[config.mk]
export PLATFORM = sky130hd
export DESIGN_NAME = fetch_skid_buffer
export DESIGN_NICKNAME = d
export VERILOG_FILES = /design/src/rtl/fetch_skid_buffer.sv
export SDC_FILE = /design/constraint.sdc
export NUM_CORES = 1
export LEC_CHECK = 0
export BUFFER_PORTS_ARGS = -buffer_cell sky130_fd_sc_hd__buf_2
export CORE_MARGIN = 2
export CORE_UTILIZATION = 25
export DETAILED_ROUTE_END_ITERATION = 10
export SETUP_SLACK_MARGIN = 0.1
export SYNTH_ARGS = -nofsm -noshare
export SYNTH_HDL_FRONTEND = slang
export SYNTH_SLANG_ARGS = --single-unit
[constraint.sdc]
create_clock -name clk -period 26.7 [get_ports clk]
set_input_delay 5.34 -clock clk [delete_from_list [all_inputs] [get_ports clk]]
set_output_delay 5.34 -clock clk [all_outputs]
set_load 0.02 [all_outputs]
[src/rtl/fetch_skid_buffer.sv]
// IF-stage fetch sequencer and IF/ID register with a one-entry skid buffer.
// Stall freezes fetch while the in-flight IMEM word is parked in the skid; Flush redirects.
module fetch_skid_buffer #(
   parameter int unsigned     XLEN     = 32,
   parameter logic [XLEN-1:0] RESET_PC = '0,
   parameter logic [31:0]     NOP      = 32'h0000_0013
) (
   input  logic            clk,
   input  logic            rst,
   input  logic            Stall,
   input  logic            Flush,
   input  logic [XLEN-1:0] Redirect_PC,
   output logic [XLEN-1:0] IMEM_addr,
   output logic            IMEM_en,
   input  logic [31:0]     IMEM_rdata,
   output logic [31:0]     ID_Instr,
   output logic [XLEN-1:0] ID_PC,
   output logic            ID_Valid,
   output logic [31:0]     StallCount,
   output logic [31:0]     FlushCount
);

   localparam int unsigned ILEN = 32;
   localparam int unsigned CW   = 32;

   typedef struct packed {
      logic [ILEN-1:0] instr;
      logic [XLEN-1:0] pc;
   } fetch_entry_t;

   logic [XLEN-1:0] pc_q, pc_d;
   logic            pend_valid_q, pend_valid_d;
   logic [XLEN-1:0] pend_pc_q, pend_pc_d;
   logic            skid_valid_q, skid_valid_d;
   fetch_entry_t    skid_q, skid_d;
   fetch_entry_t    id_q, id_d;
   logic            id_valid_q, id_valid_d;
   logic [CW-1:0]   stall_cnt_q, stall_cnt_d;
   logic [CW-1:0]   flush_cnt_q, flush_cnt_d;

   // Redirect targets are word aligned; the low address bits are ignored.
   logic [1:0] unused_redirect_lsb;
   assign unused_redirect_lsb = Redirect_PC[1:0];

   // Sequencer: Flush beats Stall beats advance.
   always_comb begin
      pc_d         = pc_q;
      pend_valid_d = pend_valid_q;
      pend_pc_d    = pend_pc_q;
      skid_valid_d = skid_valid_q;
      skid_d       = skid_q;
      id_d         = id_q;
      id_valid_d   = id_valid_q;

      if (Flush) begin
         pc_d         = {Redirect_PC[XLEN-1:2], 2'b00};
         pend_valid_d = 1'b0;
         skid_valid_d = 1'b0;
         id_valid_d   = 1'b0;
         id_d.instr   = NOP;
      end else if (Stall) begin
         if (pend_valid_q) begin
            skid_d.instr = IMEM_rdata;
            skid_d.pc    = pend_pc_q;
            skid_valid_d = 1'b1;
         end
         pend_valid_d = 1'b0;
      end else begin
         if (skid_valid_q) begin
            id_d         = skid_q;
            id_valid_d   = 1'b1;
            skid_valid_d = 1'b0;
         end else begin
            id_d.pc    = pend_pc_q;
            id_d.instr = pend_valid_q ? IMEM_rdata : NOP;
            id_valid_d = pend_valid_q;
         end
         pend_pc_d    = pc_q;
         pend_valid_d = 1'b1;
         pc_d         = pc_q + XLEN'(4);
      end
   end

   // Saturating performance counters; a combined Stall+Flush counts as a flush only.
   always_comb begin
      stall_cnt_d = stall_cnt_q;
      flush_cnt_d = flush_cnt_q;
      if (Flush) begin
         if (flush_cnt_q != '1) flush_cnt_d = flush_cnt_q + CW'(1);
      end else if (Stall) begin
         if (stall_cnt_q != '1) stall_cnt_d = stall_cnt_q + CW'(1);
      end
   end

   always_ff @(posedge clk or posedge rst) begin
      if (rst) begin
         pc_q         <= RESET_PC;
         pend_valid_q <= 1'b0;
         pend_pc_q    <= '0;
         skid_valid_q <= 1'b0;
         skid_q       <= '0;
         id_q.instr   <= NOP;
         id_q.pc      <= '0;
         id_valid_q   <= 1'b0;
         stall_cnt_q  <= '0;
         flush_cnt_q  <= '0;
      end else begin
         pc_q         <= pc_d;
         pend_valid_q <= pend_valid_d;
         pend_pc_q    <= pend_pc_d;
         skid_valid_q <= skid_valid_d;
         skid_q       <= skid_d;
         id_q         <= id_d;
         id_valid_q   <= id_valid_d;
         stall_cnt_q  <= stall_cnt_d;
         flush_cnt_q  <= flush_cnt_d;
      end
   end

   assign IMEM_addr  = pc_q;
   assign IMEM_en    = !Stall && !Flush;
   assign ID_Instr   = id_q.instr;
   assign ID_PC      = id_q.pc;
   assign ID_Valid   = id_valid_q;
   assign StallCount = stall_cnt_q;
   assign FlushCount = flush_cnt_q;

endmodule

==> flow_summary.yaml <==
clock_network:
  clock-sinks: 251
  htree_levels: 1
  postCtsSetupBuffers: 0
  clk_latency_ns: 0.57
  cts_tree: "done"
  clockBufferDepth: 3
  cts_buffers: 30
  clk_pin_slew_ns: 0.06
  cts_hold_buf: 0
  root_buffer: "clkbuf_16"
  post_cts_resized: 0
pwr:
  p_per_area_mw_per_mm2: 78.26
  vdd_drop_max_uv: 65.70
  swShare_pct: 28.14
  leakagePower_nw: 6.414
  clkPwrFrac_pct: 40.4
  internal_power_w: 0.0007864
  combPwrFrac_pct: 15.2
  p_seq_share_pct: 44.4
  p_switching_w: 0.0003079
grt:
  grt.overflow.total: 0
  antenna_found_initial: 2
  grt_start_max_net_pins: 112
  grt_pass1_wl_microns: 47720
  grt_usage_pct: 12.75
  first_global_vias: 8456
flow_run:
  maxCapViolCount: 0
setup_path:
  end_kind: "primary output"
  critPathLaunch: "Stall"
  cp_slowest_cell: "buf_4"
  crit_path_start_kind: "primary input"
  timing.rr.end: "IMEM_addr[30]"
  arrival_ns: 6.17
  crit_path_frequent_cell: "buf_2"
  critPathKind: "in -> out"
  cp_slowest_stage_delay_ns: 0.44
  cp-endpoint: "IMEM_en"
  timing.rr.start: "IMEM_addr[2]"
  rrSetupSlack_ns: 24.16
  required_ns: 21.36
  crit_chain: "buf_2 -> buf_4 -> nor2_4 -> buf_2"
  reg2reg_depth: 6
  cp_max_fo: 46
synth:
  netlist_area_sq_mm: 0.01116
  synth-edff-count: 0
  synth_top_cell_area_share_pct: 55.59
  async_reset_ff_share_pct: 100.0
  avgSynthCellArea_sq_um: 11.29
  synth_top_area_cell: "dfrtp_1"
  netlist_instances: 989
  yosys_most_used_dff: "dfrtp_1"
  synth_seq_cells: 251
  yosysUniqueCellTypes: 50
  ys_seq_area_share_pct: 56.29
  synth_top_cells_by_count: "dfrtp_1, nor2_1, mux2_2"
  synth_warnings: 0
  yosysMostFrequentCell: "dfrtp_1"
  synth.area.top_cells: "dfrtp_1, mux2_2, xor2_1"
timing:
  hold_viol: 0
  clock.fmax_ghz: 0.08684
  report.final.slew_viol_count: 0
  final.setup.worst_slack_ns: 15.19
  tightest_slew_ns: 1.121
  fin_skew_ns: 0.02017
  setup_viol: 0
  rsz0062_at_grt: "false"
  fin_setup_tns_ns: 0
  period_needed_ns: 11.51
  max-slew-margin-rel_pct: 24.90
  finalCritPeriodShare_pct: 43.13
route:
  first_pass_iters: 4
  via_count: 8244
  finalWirelength_microns: 29440
  via_per_inst: 4.530
  ant_nets: 0
  initialDrtViolationCount: 367
  wl_per_cell_microns: 16.18
  drc: 0
hold_path:
  worstHoldPathType: "reg -> reg"
die:
  die_w_microns: 215.3
  die_height_microns: 215.3
  floorplan.initialDensity_pct: 25.30
  die_area_sq_mm: 0.04636
  core_area_sq_mm: 0.04412
  io_pins: 230
  core.rowCount: 77
layout:
  nets: 1273
  drive_gt1_share_pct: 33.12
  final_area_sq_mm: 0.01398
  final_cells: 1820
  area_delta_synth_final_pct: 25.25
placed_design:
  io_buffers: 223
  place_area_sq_mm: 0.01289
  place_hpwl_microns: 19190
  place.gp.congestion: 0.8072
  placedCellCount: 1762
  pre_cts_slack_ns: 15.14
run_status:
  status: "finished clean"
[area by class of cell]
class	instances	area [sq um]
fillers	4597	30140
flip-flops and latches	251	6289
multi-input cells	678	4634
repair buffers	232	1186
clock buffers	42	907.1
well taps	592	740.7
clock inverters	14	180.2
inverters	9	41.29
diodes	2	5.005
[through the flow]
step / utilization [%] / total power (W) / hold slack (ns)
after global routing: 31.68 / 0.001151 / 0.5080
after global placement: 29.22 / 0.0006542 / 0.4753
after floorplan: - / 0.0005976 / 0.4792
final: 31.69 / 0.001094 / 0.4918
after CTS: 31.68 / 0.001114 / 0.4948
after detailed placement: 29.22 / 0.0006621 / 0.4828
[worst min-delay path by stage]
| stage | start | to | slack [ns] | depth (start not counted) |
|---|---|---|---|---|
| after floorplan | skid_q[31] | skid_q[31] | 0.48 | 1 |
| after global placement | FlushCount[24] | FlushCount[24] | 0.48 | 1 |
| after detailed placement | StallCount[6] | StallCount[6] | 0.48 | 1 |
| after CTS | StallCount[6] | StallCount[6] | 0.49 | 1 |
| after global routing | FlushCount[29] | FlushCount[29] | 0.51 | 1 |
| final | StallCount[6] | StallCount[6] | 0.49 | 1 |
[state kept, by name, summed over array words and instances, names as in the netlist]
register	flops
skid_q	62
pend_pc_q	30
ID_PC	30
skid_valid_q	1
StallCount	32
pend_valid_q	1
ID_Instr	32
IMEM_addr	30
FlushCount	32
ID_Valid	1
[kinds of logic after synthesis]
| family | Yosys count | share of synthesized area, % |
|---|---|---|
| multiplexers | 129 | 12.69 |
| AND/OR/NAND/NOR | 318 | 14.08 |
| flip-flops | 251 | 56.29 |
| buffers and inverters | 63 | 2.544 |
| adder cells (fa/ha/maj) | 3 | 0.3362 |
| XOR/XNOR | 85 | 6.668 |
| other | 1 | 0.03359 |
| AO/OA/AOI/OAI | 139 | 7.363 |
[per-layer routing]
metal	global-route usage, %	share of wire, %	vias up
li1	-	-	3906
met1	16.30	44	4100
met2	21.57	47	192
met3	3.468	6.4	42
met4	2.644	1.8	4
met5	0	0.092	-
[worst max-delay path, delay by kind of cell]
kind | cells | cell delay (ns)
buffers and inverters | 3 | 0.71
AND/OR/NAND/NOR | 1 | 0.10
[power by group through the flow]
| stage | logic, W | registers (W) | clock network [W] |
|---|---|---|---|
| CTS | 0.000170 | 0.000486 | 0.000457 |
| floorplan | 0.0000867 | 0.000511 | 0 |
| detailed placement | 0.000169 | 0.000493 | 0 |
| finish | 0.000166 | 0.000486 | 0.000442 |
| global route | 0.000184 | 0.000495 | 0.000472 |
| global placement | 0.000165 | 0.000490 | 0 |
[placed cells by master (no fill, tap or decap), types with 10 or more instances in the layout]
cell       instances
a21oi_1           76
a22oi_1           20
and3_1            13
and4_1            11
buf_2            222
buf_4             10
clkbuf_16         31
dfrtp_1          247
mux2_2            96
mux2i_1           32
nand2_1           63
nand3_1           37
nand3b_1          10
nand4_1           28
nor2_1           113
o21ai_0           28
xnor2_1           31
xor2_1            54
No activity file was read; power rests on OpenSTA's default activity.
